--- src/rtl/instruction_fetch_unit_pkg.sv ---
// Shared fetch-stage definitions: RV32I opcode constants, fetch FSM encoding
// and the text-segment base used as the reset PC.
package instruction_fetch_unit_pkg;

   localparam logic [31:0] RESET_PC_DEFAULT = 32'h0040_0000;

   localparam logic [6:0] OPC_R_TYPE   = 7'b011_0011;
   localparam logic [6:0] OPC_I_LOGIC  = 7'b001_0011;
   localparam logic [6:0] OPC_I_LOAD   = 7'b000_0011;
   localparam logic [6:0] OPC_I_JALR   = 7'b110_0111;
   localparam logic [6:0] OPC_U_LUI    = 7'b011_0111;
   localparam logic [6:0] OPC_U_AUIPC  = 7'b001_0111;
   localparam logic [6:0] OPC_J_JAL    = 7'b110_1111;
   localparam logic [6:0] OPC_S_STORE  = 7'b010_0011;
   localparam logic [6:0] OPC_B_BRANCH = 7'b110_0011;

   typedef enum logic [1:0] {
      S_IDLE  = 2'd0,
      S_FETCH = 2'd1,
      S_DRAIN = 2'd2,
      S_HOLD  = 2'd3
   } fetch_state_e;

endpackage

--- src/rtl/instruction_fetch_unit_pc_register.sv ---
// Loadable address register that comes out of reset at the text-segment base.
module pc_register
   import instruction_fetch_unit_pkg::*;
#(
   parameter int                    DATA_WIDTH = 32,
   parameter logic [DATA_WIDTH-1:0] RESET_PC   = DATA_WIDTH'(RESET_PC_DEFAULT)
) (
   input  logic                  clk,
   input  logic                  reset,
   input  logic                  load_i,
   input  logic [DATA_WIDTH-1:0] next_i,
   output logic [DATA_WIDTH-1:0] value_o
);

   logic [DATA_WIDTH-1:0] value_q;

   always_ff @(posedge clk or posedge reset) begin
      if (reset) begin
         value_q <= RESET_PC;
      end else if (load_i) begin
         value_q <= next_i;
      end
   end

   assign value_o = value_q;

endmodule

--- src/rtl/instruction_fetch_unit.sv ---
// Fetch stage: owns the PC, runs the imem req/ack handshake, squashes stale
// fetches on redirect and presents one registered instruction to decode.
module instruction_fetch_unit
   import instruction_fetch_unit_pkg::*;
#(
   parameter int                    DATA_WIDTH = 32,
   parameter logic [DATA_WIDTH-1:0] RESET_PC   = DATA_WIDTH'(RESET_PC_DEFAULT)
) (
   input  logic                  clk,
   input  logic                  reset,
   output logic                  Imem_Req_o,
   output logic [DATA_WIDTH-1:0] Imem_Addr_o,
   input  logic                  Imem_Ack_i,
   input  logic [DATA_WIDTH-1:0] Imem_Rdata_i,
   input  logic                  Redirect_i,
   input  logic [DATA_WIDTH-1:0] Redirect_PC_i,
   output logic                  Instr_Valid_o,
   input  logic                  Instr_Ready_i,
   output logic [DATA_WIDTH-1:0] Instruction_o,
   output logic [6:0]            Opcode_o,
   output logic [DATA_WIDTH-1:0] PC_o,
   output logic [DATA_WIDTH-1:0] PC_Plus_4_o,
   output logic [31:0]           Instr_Count_o
);

   fetch_state_e          state_q, state_d;
   logic [DATA_WIDTH-1:0] pc_q, pc_d, addr_q;
   logic                  pc_load, addr_load, instr_load, count_inc, req;
   logic [DATA_WIDTH-1:0] instr_q, pc_out_q;
   logic [31:0]           count_q;
   logic [DATA_WIDTH-1:0] redirect_target;

   assign redirect_target = Redirect_PC_i & ~DATA_WIDTH'(3);

   always_comb begin
      state_d    = state_q;
      pc_d       = pc_q;
      pc_load    = 1'b0;
      instr_load = 1'b0;
      count_inc  = 1'b0;
      req        = 1'b0;
      case (state_q)
         S_IDLE: begin
            state_d = S_FETCH;
            if (Redirect_i) begin
               pc_d    = redirect_target;
               pc_load = 1'b1;
            end
         end
         S_FETCH: begin
            req = 1'b1;
            if (Imem_Ack_i && !Redirect_i) begin
               instr_load = 1'b1;
               pc_d       = addr_q + DATA_WIDTH'(4);
               pc_load    = 1'b1;
               state_d    = S_HOLD;
            end else if (Redirect_i) begin
               pc_d    = redirect_target;
               pc_load = 1'b1;
               state_d = Imem_Ack_i ? S_FETCH : S_DRAIN;
            end
         end
         S_DRAIN: begin
            // The in-flight request must complete; its data is thrown away.
            req = 1'b1;
            if (Redirect_i) begin
               pc_d    = redirect_target;
               pc_load = 1'b1;
            end
            if (Imem_Ack_i) begin
               state_d = S_FETCH;
            end
         end
         S_HOLD: begin
            count_inc = Instr_Ready_i;
            if (Redirect_i) begin
               pc_d    = redirect_target;
               pc_load = 1'b1;
            end
            if (Instr_Ready_i || Redirect_i) begin
               state_d = S_FETCH;
            end
         end
         default: state_d = S_IDLE;
      endcase
   end

   // The fetch address only moves when a fresh FETCH begins, so it stays put while waiting.
   assign addr_load = (state_d == S_FETCH) && ((state_q != S_FETCH) || Imem_Ack_i);

   always_ff @(posedge clk or posedge reset) begin
      if (reset) begin
         state_q  <= S_IDLE;
         instr_q  <= '0;
         pc_out_q <= '0;
         count_q  <= '0;
      end else begin
         state_q <= state_d;
         if (instr_load) begin
            instr_q  <= Imem_Rdata_i;
            pc_out_q <= addr_q;
         end
         if (count_inc) begin
            count_q <= count_q + 32'd1;
         end
      end
   end

   pc_register #(.DATA_WIDTH(DATA_WIDTH), .RESET_PC(RESET_PC)) u_pc (
      .clk     (clk),
      .reset   (reset),
      .load_i  (pc_load),
      .next_i  (pc_d),
      .value_o (pc_q)
   );

   pc_register #(.DATA_WIDTH(DATA_WIDTH), .RESET_PC(RESET_PC)) u_addr (
      .clk     (clk),
      .reset   (reset),
      .load_i  (addr_load),
      .next_i  (pc_d),
      .value_o (addr_q)
   );

   assign Imem_Req_o    = req;
   assign Imem_Addr_o   = addr_q;
   assign Instr_Valid_o = (state_q == S_HOLD);
   assign Instruction_o = instr_q;
   assign Opcode_o      = Instr_Valid_o ? instr_q[6:0] : 7'h00;
   assign PC_o          = pc_out_q;
   assign PC_Plus_4_o   = pc_out_q + DATA_WIDTH'(4);
   assign Instr_Count_o = count_q;

endmodule

--- config.mk ---
export PLATFORM = sky130hd
export DESIGN_NAME = instruction_fetch_unit
export DESIGN_NICKNAME = d
export VERILOG_FILES = /design/src/rtl/instruction_fetch_unit_pkg.sv /design/src/rtl/instruction_fetch_unit_pc_register.sv /design/src/rtl/instruction_fetch_unit.sv
export SDC_FILE = /design/constraint.sdc
export NUM_CORES = 1
export LEC_CHECK = 0
export BUFFER_PORTS_ARGS = -buffer_cell sky130_fd_sc_hd__buf_4
export CORE_MARGIN = 2
export CORE_UTILIZATION = 35
export CTS_CLUSTER_DIAMETER = 150
export DETAILED_ROUTE_END_ITERATION = 8
export HOLD_SLACK_MARGIN = 0.08
export SLEW_MARGIN = 20
export SYNTH_ARGS = -nofsm -noshare
export SYNTH_HDL_FRONTEND = slang
export SYNTH_SLANG_ARGS = --single-unit
--- constraint.sdc ---
create_clock -name clk -period 7.34 [get_ports clk]
set_clock_uncertainty 0.05 [all_clocks]
set_input_delay 2.202 -clock clk [delete_from_list [all_inputs] [get_ports clk]]
set_output_delay 2.202 -clock clk [all_outputs]
set_load 0.005 [all_outputs]
==> metrics.yaml, run 1 <==
drt_iter0_drc: 300
synth.top_cells.by_count: "160 x dfrtp_1, 70 x mux2_2, 70 x nand2_1, 57 x xnor2_1, 53 x a21oi_1"
gr-total-overflow: 0
yosysSeqAreaShare_pct: 49.8
grt_pass1_vias: 6211
die_h_um: 156
clk_pin_slew_ns: 0.07
utilization_pct: 47.1
yosys_most_used_dff: "dfrtp_1"
crit_path_start_kind: "flip-flop"
firstDrtPassIters: 5
setup_viol: 0
post_cts_resized: 0
finalPower_mw: 4.26
period_minus_slack_ns: 4.71
fill_cells: 2201
max-vdd-ir-drop_mv: 0.184
rsz0062_at_grt: "no"
cts.path.max_buffers: 2
post_cts_buffers: 0
synth_nets: 852
clk_latency_ns: 0.42
cp_cell_sequence: "ha_1 > nand3_1 > nor2_1 > and2_1 > nand4_1 > xnor2_1 > buf_4"
die_area_mm2: 0.0245
fin_area_mm2: 0.0107
syn_area_mm2: 0.00814
yosysMostFrequentCell: "dfrtp_1"
leakage_nw: 4.85
outcome: "finished, final reports clean"
cts_buffers: 17
grt_pass1_wl_um: 34800
slowest_delay_ns: 0.44
synth-edff-count: 0
crit_type: "flip-flop to output pin"
grt_start_max_net_pins: 73
port_buffers: 235
die_w_um: 156
use_met1_pct: 25.1
synth_top_area_share_pct: 49.2
synth_largest_area_cell: "dfrtp_1"
critPathTopFamily: "simple AND/OR/NAND/NOR gates"
ys_seq_elements: 162
crit_buf_inv: 1
grt.total_usage_pct: 18.2
dp_cells: 1256
vias_per_cell: 5.09
num_io_pins: 238
ant_nets: 0
use_met2_pct: 28.9
start_util_pct: 35.8
finalSetupTns_ns: 0
drive_above_1_share_pct: 36.1
final_nets: 1068
hpwl_um: 15600
timing.final.crit_share_pct: 64.2
core_area_mm2: 0.0227
hp-class: "flip-flop to flip-flop"
syn_avg_cell_area_um2: 10.5
dpl_cell_area_mm2: 0.0101
max_cap_violations: 0
worstPathRequired_ns: 5.09
p_per_area_mw_per_mm2: 398
worstMarginPinSlew_ns: 1.08
antenna_found_initial: 0
reg2reg_slack_ns: 3.91
fmax_mhz: 212
totalWireLength_um: 22200
syn_to_final_growth_pct: 31.5
async_flop_share_pct: 100
slew-limit-headroom_pct: 27.7
cts_max_level: 4
via_count: 6558
cts_tree: "yes"
yosys_warnings: 0
netlist_top_cells_area: "dfrtp_1 49%, mux2_2 9.7%, xnor2_1 6.1%"
hold_viol_final: 0
n_antenna_cell: 0
gp_congestion: 0.792
layoutNonFillerInstCount: 1288
cts_num_sinks: 162
path_max_fanout: 6
synth_cell_types: 53
grt-busiest-layer: "met2"
core.rowCount: 55
drcViolationCount: 0
use_met3_pct: 3.93
syn_inst: 774
cp.arrival_ns: 2.46
cp-end-kind: "output pin"
slew_viol_final: 0
root_buffer: "clkbuf_16"
avgRoutedWirePerCell_um: 17.2
holdBufCountCts: 0
crit_slowest_cell: "dfrtp_1"
-- metrics by stage --
step	setup slack (ns)	hold WS (ns)
detailed placement	2.65	0.414
global placement	2.60	0.414
finish	2.63	0.423
CTS	2.50	0.424
global route	2.33	0.434
floorplan	0.715	0.415
-- metal layers --
| metal | routed length (um) | part of all wire (%) | vias to the layer above |
|---|---|---|---|
| met4 | 272 | 1.2 | 0 |
| li1 | - | - | 3159 |
| met2 | 10600 | 48 | 153 |
| met3 | 1080 | 4.9 | 18 |
| met5 | 0 | 0 | - |
| met1 | 10200 | 46 | 3228 |
-- placed cells by master, fill, tap and decap left out, drive strengths merged, types with 17 or more instances in the layout --
cell type / n
clkbuf: 19
inv: 17
o21ai: 27
a21oi: 54
nand2: 70
xor2: 29
buf: 242
nand4: 22
nor2: 45
nand3: 31
xnor2: 57
dfrtp: 160
mux2: 70
-- area by class of cell --
cell class / instances / area (um2) / area share [%]
Sequential cell: 162 / 4060 / 37.9
Multi-Input combinational cell: 554 / 3850 / 36.0
Timing Repair Buffer: 242 / 1820 / 17.0
Clock buffer: 19 / 443 / 4.14
Tap cell: 285 / 357 / 3.33
Clock inverter: 13 / 128 / 1.19
Inverter: 13 / 53.8 / 0.503
-- power by group --
| part | total, mW | internal [mW] | switching [mW] | leakage [nW] |
|---|---|---|---|---|
| Clock | 0.875 | 0.482 | 0.393 | 0.265 |
| Combinational | 1.75 | 1.00 | 0.743 | 2.61 |
| Sequential | 1.64 | 1.22 | 0.419 | 1.98 |
| Total | 4.26 | 2.70 | 1.55 | 4.85 |
-- worst reg2reg max path, cell delays in order, from the launching register on --
cell	delay, ns
dfrtp_1	0.43
inv_1	0.13
ha_1	0.60
and2_1	0.78
nand2b_1	0.74
o221ai_1	0.44
mux2_2	0.20
-- worst paths after layout --
kind	startpoint	endpoint	cells past startpoint
max	PC_o[2]	PC_Plus_4_o[22]	7
max reg2reg	state_q[1]	u_addr.value_o[11]	6
min in group asynchronous	reset	PC_o[7]	2
max in group asynchronous	reset	Instr_Count_o[0]	3
min reg2reg	Instr_Count_o[31]	Instr_Count_o[31]	1
min	Instr_Count_o[31]	Instr_Count_o[31]	1
-- registers in the layout, indices dropped and copies added, names as in the netlist --
name,cells
Instr_Count_o,32
Instruction_o,32
PC_o,32
u_addr.value_o,32
u_pc.value_o,32
state_q,2
-- kinds of logic (layout without fill, tap and decap cells) --
| kind of cell | after synthesis | in the layout | share of synthesized area [%] |
|---|---|---|---|
| AO/OA/AOI/OAI | 140 | 140 | 10.6 |
| multiplexers | 73 | 73 | 10.1 |
| adder cells (fa/ha/maj) | 9 | 9 | 1.38 |
| XOR/XNOR | 86 | 86 | 9.25 |
| buffers and inverters | 58 | 287 | 2.91 |
| AND/OR/NAND/NOR | 246 | 246 | 16.0 |
| flip-flops | 162 | 162 | 49.8 |
(Power assumes the default switching activity.)
==> run 2, diff against run 1 <==
--- a/config.mk
+++ b/config.mk
@@ -5,6 +5,7 @@
 export SDC_FILE = /design/constraint.sdc
 export NUM_CORES = 1
 export LEC_CHECK = 0
+export ABC_AREA = 1
 export BUFFER_PORTS_ARGS = -buffer_cell sky130_fd_sc_hd__buf_4
 export CORE_MARGIN = 2
 export CORE_UTILIZATION = 35
==> constraint.sdc (replaced) <==
create_clock -name clk -period 4.82 [get_ports clk]
set_clock_uncertainty 0.05 [all_clocks]
set_input_delay 1.446 -clock clk [delete_from_list [all_inputs] [get_ports clk]]
set_output_delay 1.446 -clock clk [all_outputs]
set_load 0.005 [all_outputs]
==> metrics.yaml, run 2 <==
gp_congestion: 0.909
firstDrtPassIters: 5
synthAdderAreaFrac_pct: 1.31
slowest_delay_ns: 0.45
cp-end-kind: "output pin"
drive_above_1_share_pct: 27.0
worstPathRequired_ns: 3.32
final_nets: 1357
synth_nets: 1124
crit_path_start_kind: "flip-flop"
totalWireLength_um: 24400
post_cts_resized: 0
syn_area_mm2: 0.00862
cts_buffers: 17
synth_top_family_by_area: "simple AND/OR/NAND/NOR gates"
antenna_found_initial: 3
cts_tree: "yes"
grt.total_usage_pct: 18.8
die_area_mm2: 0.0259
path_max_fanout: 5
cp.arrival_ns: 2.15
clk_latency_ns: 0.43
cts_num_sinks: 162
syn_to_final_growth_pct: 31.3
cts_max_level: 4
p_per_area_mw_per_mm2: 563
cp.depth: 11
gr-total-overflow: 0
synth-edff-count: 0
syn_avg_cell_area_um2: 8.24
rsz0062_at_grt: "no"
port_buffers: 235
fmax_mhz: 274
post_cts_buffers: 0
grt_start_max_net_pins: 118
drcViolationCount: 0
hp-start: "Instr_Count_o[31]"
synthXorXnorAreaFrac_pct: 5.69
hpwl_um: 18300
worstRegToRegCells: 10
slew-limit-headroom_pct: 46.8
yosysSeqAreaShare_pct: 47.1
min_path_cells: 1
reg2reg_from: "state_q[1]"
period_minus_slack_ns: 3.65
core.rowCount: 57
holdBufCountCts: 0
grt_pass1_wl_um: 38800
clk_pin_slew_ns: 0.08
start_util_pct: 35.6
fin_area_mm2: 0.0113
crit_type: "flip-flop to output pin"
crit_buf_inv: 2
final_cell_mix: "287 x nand2_1, 241 x buf_4, 160 x dfrtp_1, 131 x inv_1, 90 x nor2_1"
netlist_top_cells_area: "dfrtp_1 46%, nand2_1 12%, inv_1 5.7%"
die_h_um: 161
synth_cell_types: 42
yosys_most_used_dff: "dfrtp_1"
slew_viol_final: 0
cpMostUsedCell: "nand2_1"
outcome: "finished, final reports clean"
preCtsSetupSlack_ns: 1.42
die_w_um: 161
root_buffer: "clkbuf_16"
ant_nets: 0
avgRoutedWirePerCell_um: 15.1
critPathLaunch: "PC_o[3]"
finalSetupTns_ns: 0
utilization_pct: 46.7
cts.path.max_buffers: 2
synth-simple-area-share_pct: 26.3
synth.top_cells.by_count: "287 x nand2_1, 160 x dfrtp_1, 132 x inv_1, 90 x nor2_1, 64 x nand3_1"
max_cap_violations: 0
num_io_pins: 238
async_flop_share_pct: 100
synth_top_area_share_pct: 46.4
final_common_cell: "nand2_1"
timing.final.crit_share_pct: 75.6
worstMarginPinSlew_ns: 0.797
vias_per_cell: 4.74
hp-class: "flip-flop to flip-flop"
yosysMostFrequentCell: "nand2_1"
synth_largest_area_cell: "dfrtp_1"
crit_slowest_cell: "dfrtp_1"
max-vdd-ir-drop_mv: 0.234
ys_seq_elements: 162
setup_viol: 0
dpl_cell_area_mm2: 0.0107
via_count: 7666
critPathTopFamily: "simple AND/OR/NAND/NOR gates"
grt_pass1_vias: 7290
setup_slack_ns: 1.17
syn_inst: 1046
synthMuxAreaShare_pct: 4.18
cp_cell_sequence: "ha_1 > inv_1 > nor3_4 > nand2_2 > nor2_4 > nand2_4 > nor2_4 > nand2_1 > nand2_1 > nand2_1 > buf_4"
yosys_warnings: 0
drt_iter0_drc: 488
synth-compound-area-share_pct: 7.37
leakage_nw: 5.64
hold_viol_final: 0
core_area_mm2: 0.0242
run 2: routing by layer:
metal  share of wire, %  GRT usage, %  vias to the layer above
li1                   -             -                     3825
met1                 45          25.0                     3569
met2                 47          30.8                      251
met3                7.2          4.98                       21
met4                1.5          4.50                        0
met5                  0             0                        -
run 2: report_power, final:
| group | switching (mW) | internal (mW) |
|---|---|---|
| combinational | 1.30 | 1.24 |
| sequential | 0.577 | 1.85 |
| clock | 0.656 | 0.748 |
run 2: cell families after synthesis:
group | count (synthesis)
compound gates | 107
xor+xnor | 56
fa+ha+maj | 9
buf+inv | 166
flops | 162
mux | 32
simple gates | 514
run 2: cell type report:
cell class	count	area, um2
sequential	162	4060
tap	324	405
inverter	138	526
timing repair buffer	242	1830
multi-input combinational	718	3880
clock buffer	17	425
antenna	3	7.51
fill	2428	12900
clock inverter	15	191
run 2: final timing paths:
path / slack (ns) / endpoint
min in group asynchronous: 0.98 / Instruction_o[17]
worst max-delay path: 1.17 / PC_Plus_4_o[30]
worst min-delay path: 0.42 / Instr_Count_o[31]
worst max register to register: 2.51 / u_addr.value_o[24]
worst min register to register: 0.42 / Instr_Count_o[31]
max in group asynchronous: 2.75 / u_pc.value_o[30]
run 2: stage by stage:
step                power (mW)  hold WS (ns)  std cells
floorplan                 3.73         0.412       1046
global placement          4.97         0.420       1584
detailed placement        5.02         0.416       1584
CTS                       6.45         0.432       1616
global route              6.84         0.450       1616
finish                    6.38         0.424       1619
run 2: worst register-to-register path: stages (launching register included):
cell,delay [ns]
dfrtp_1,0.47
inv_1,0.14
ha_1,0.15
nand2_1,0.07
nand2_1,0.50
buf_4,0.31
inv_1,0.15
a22oi_1,0.18
nand2_1,0.09
nand2_1,0.06
nand2_1,0.04
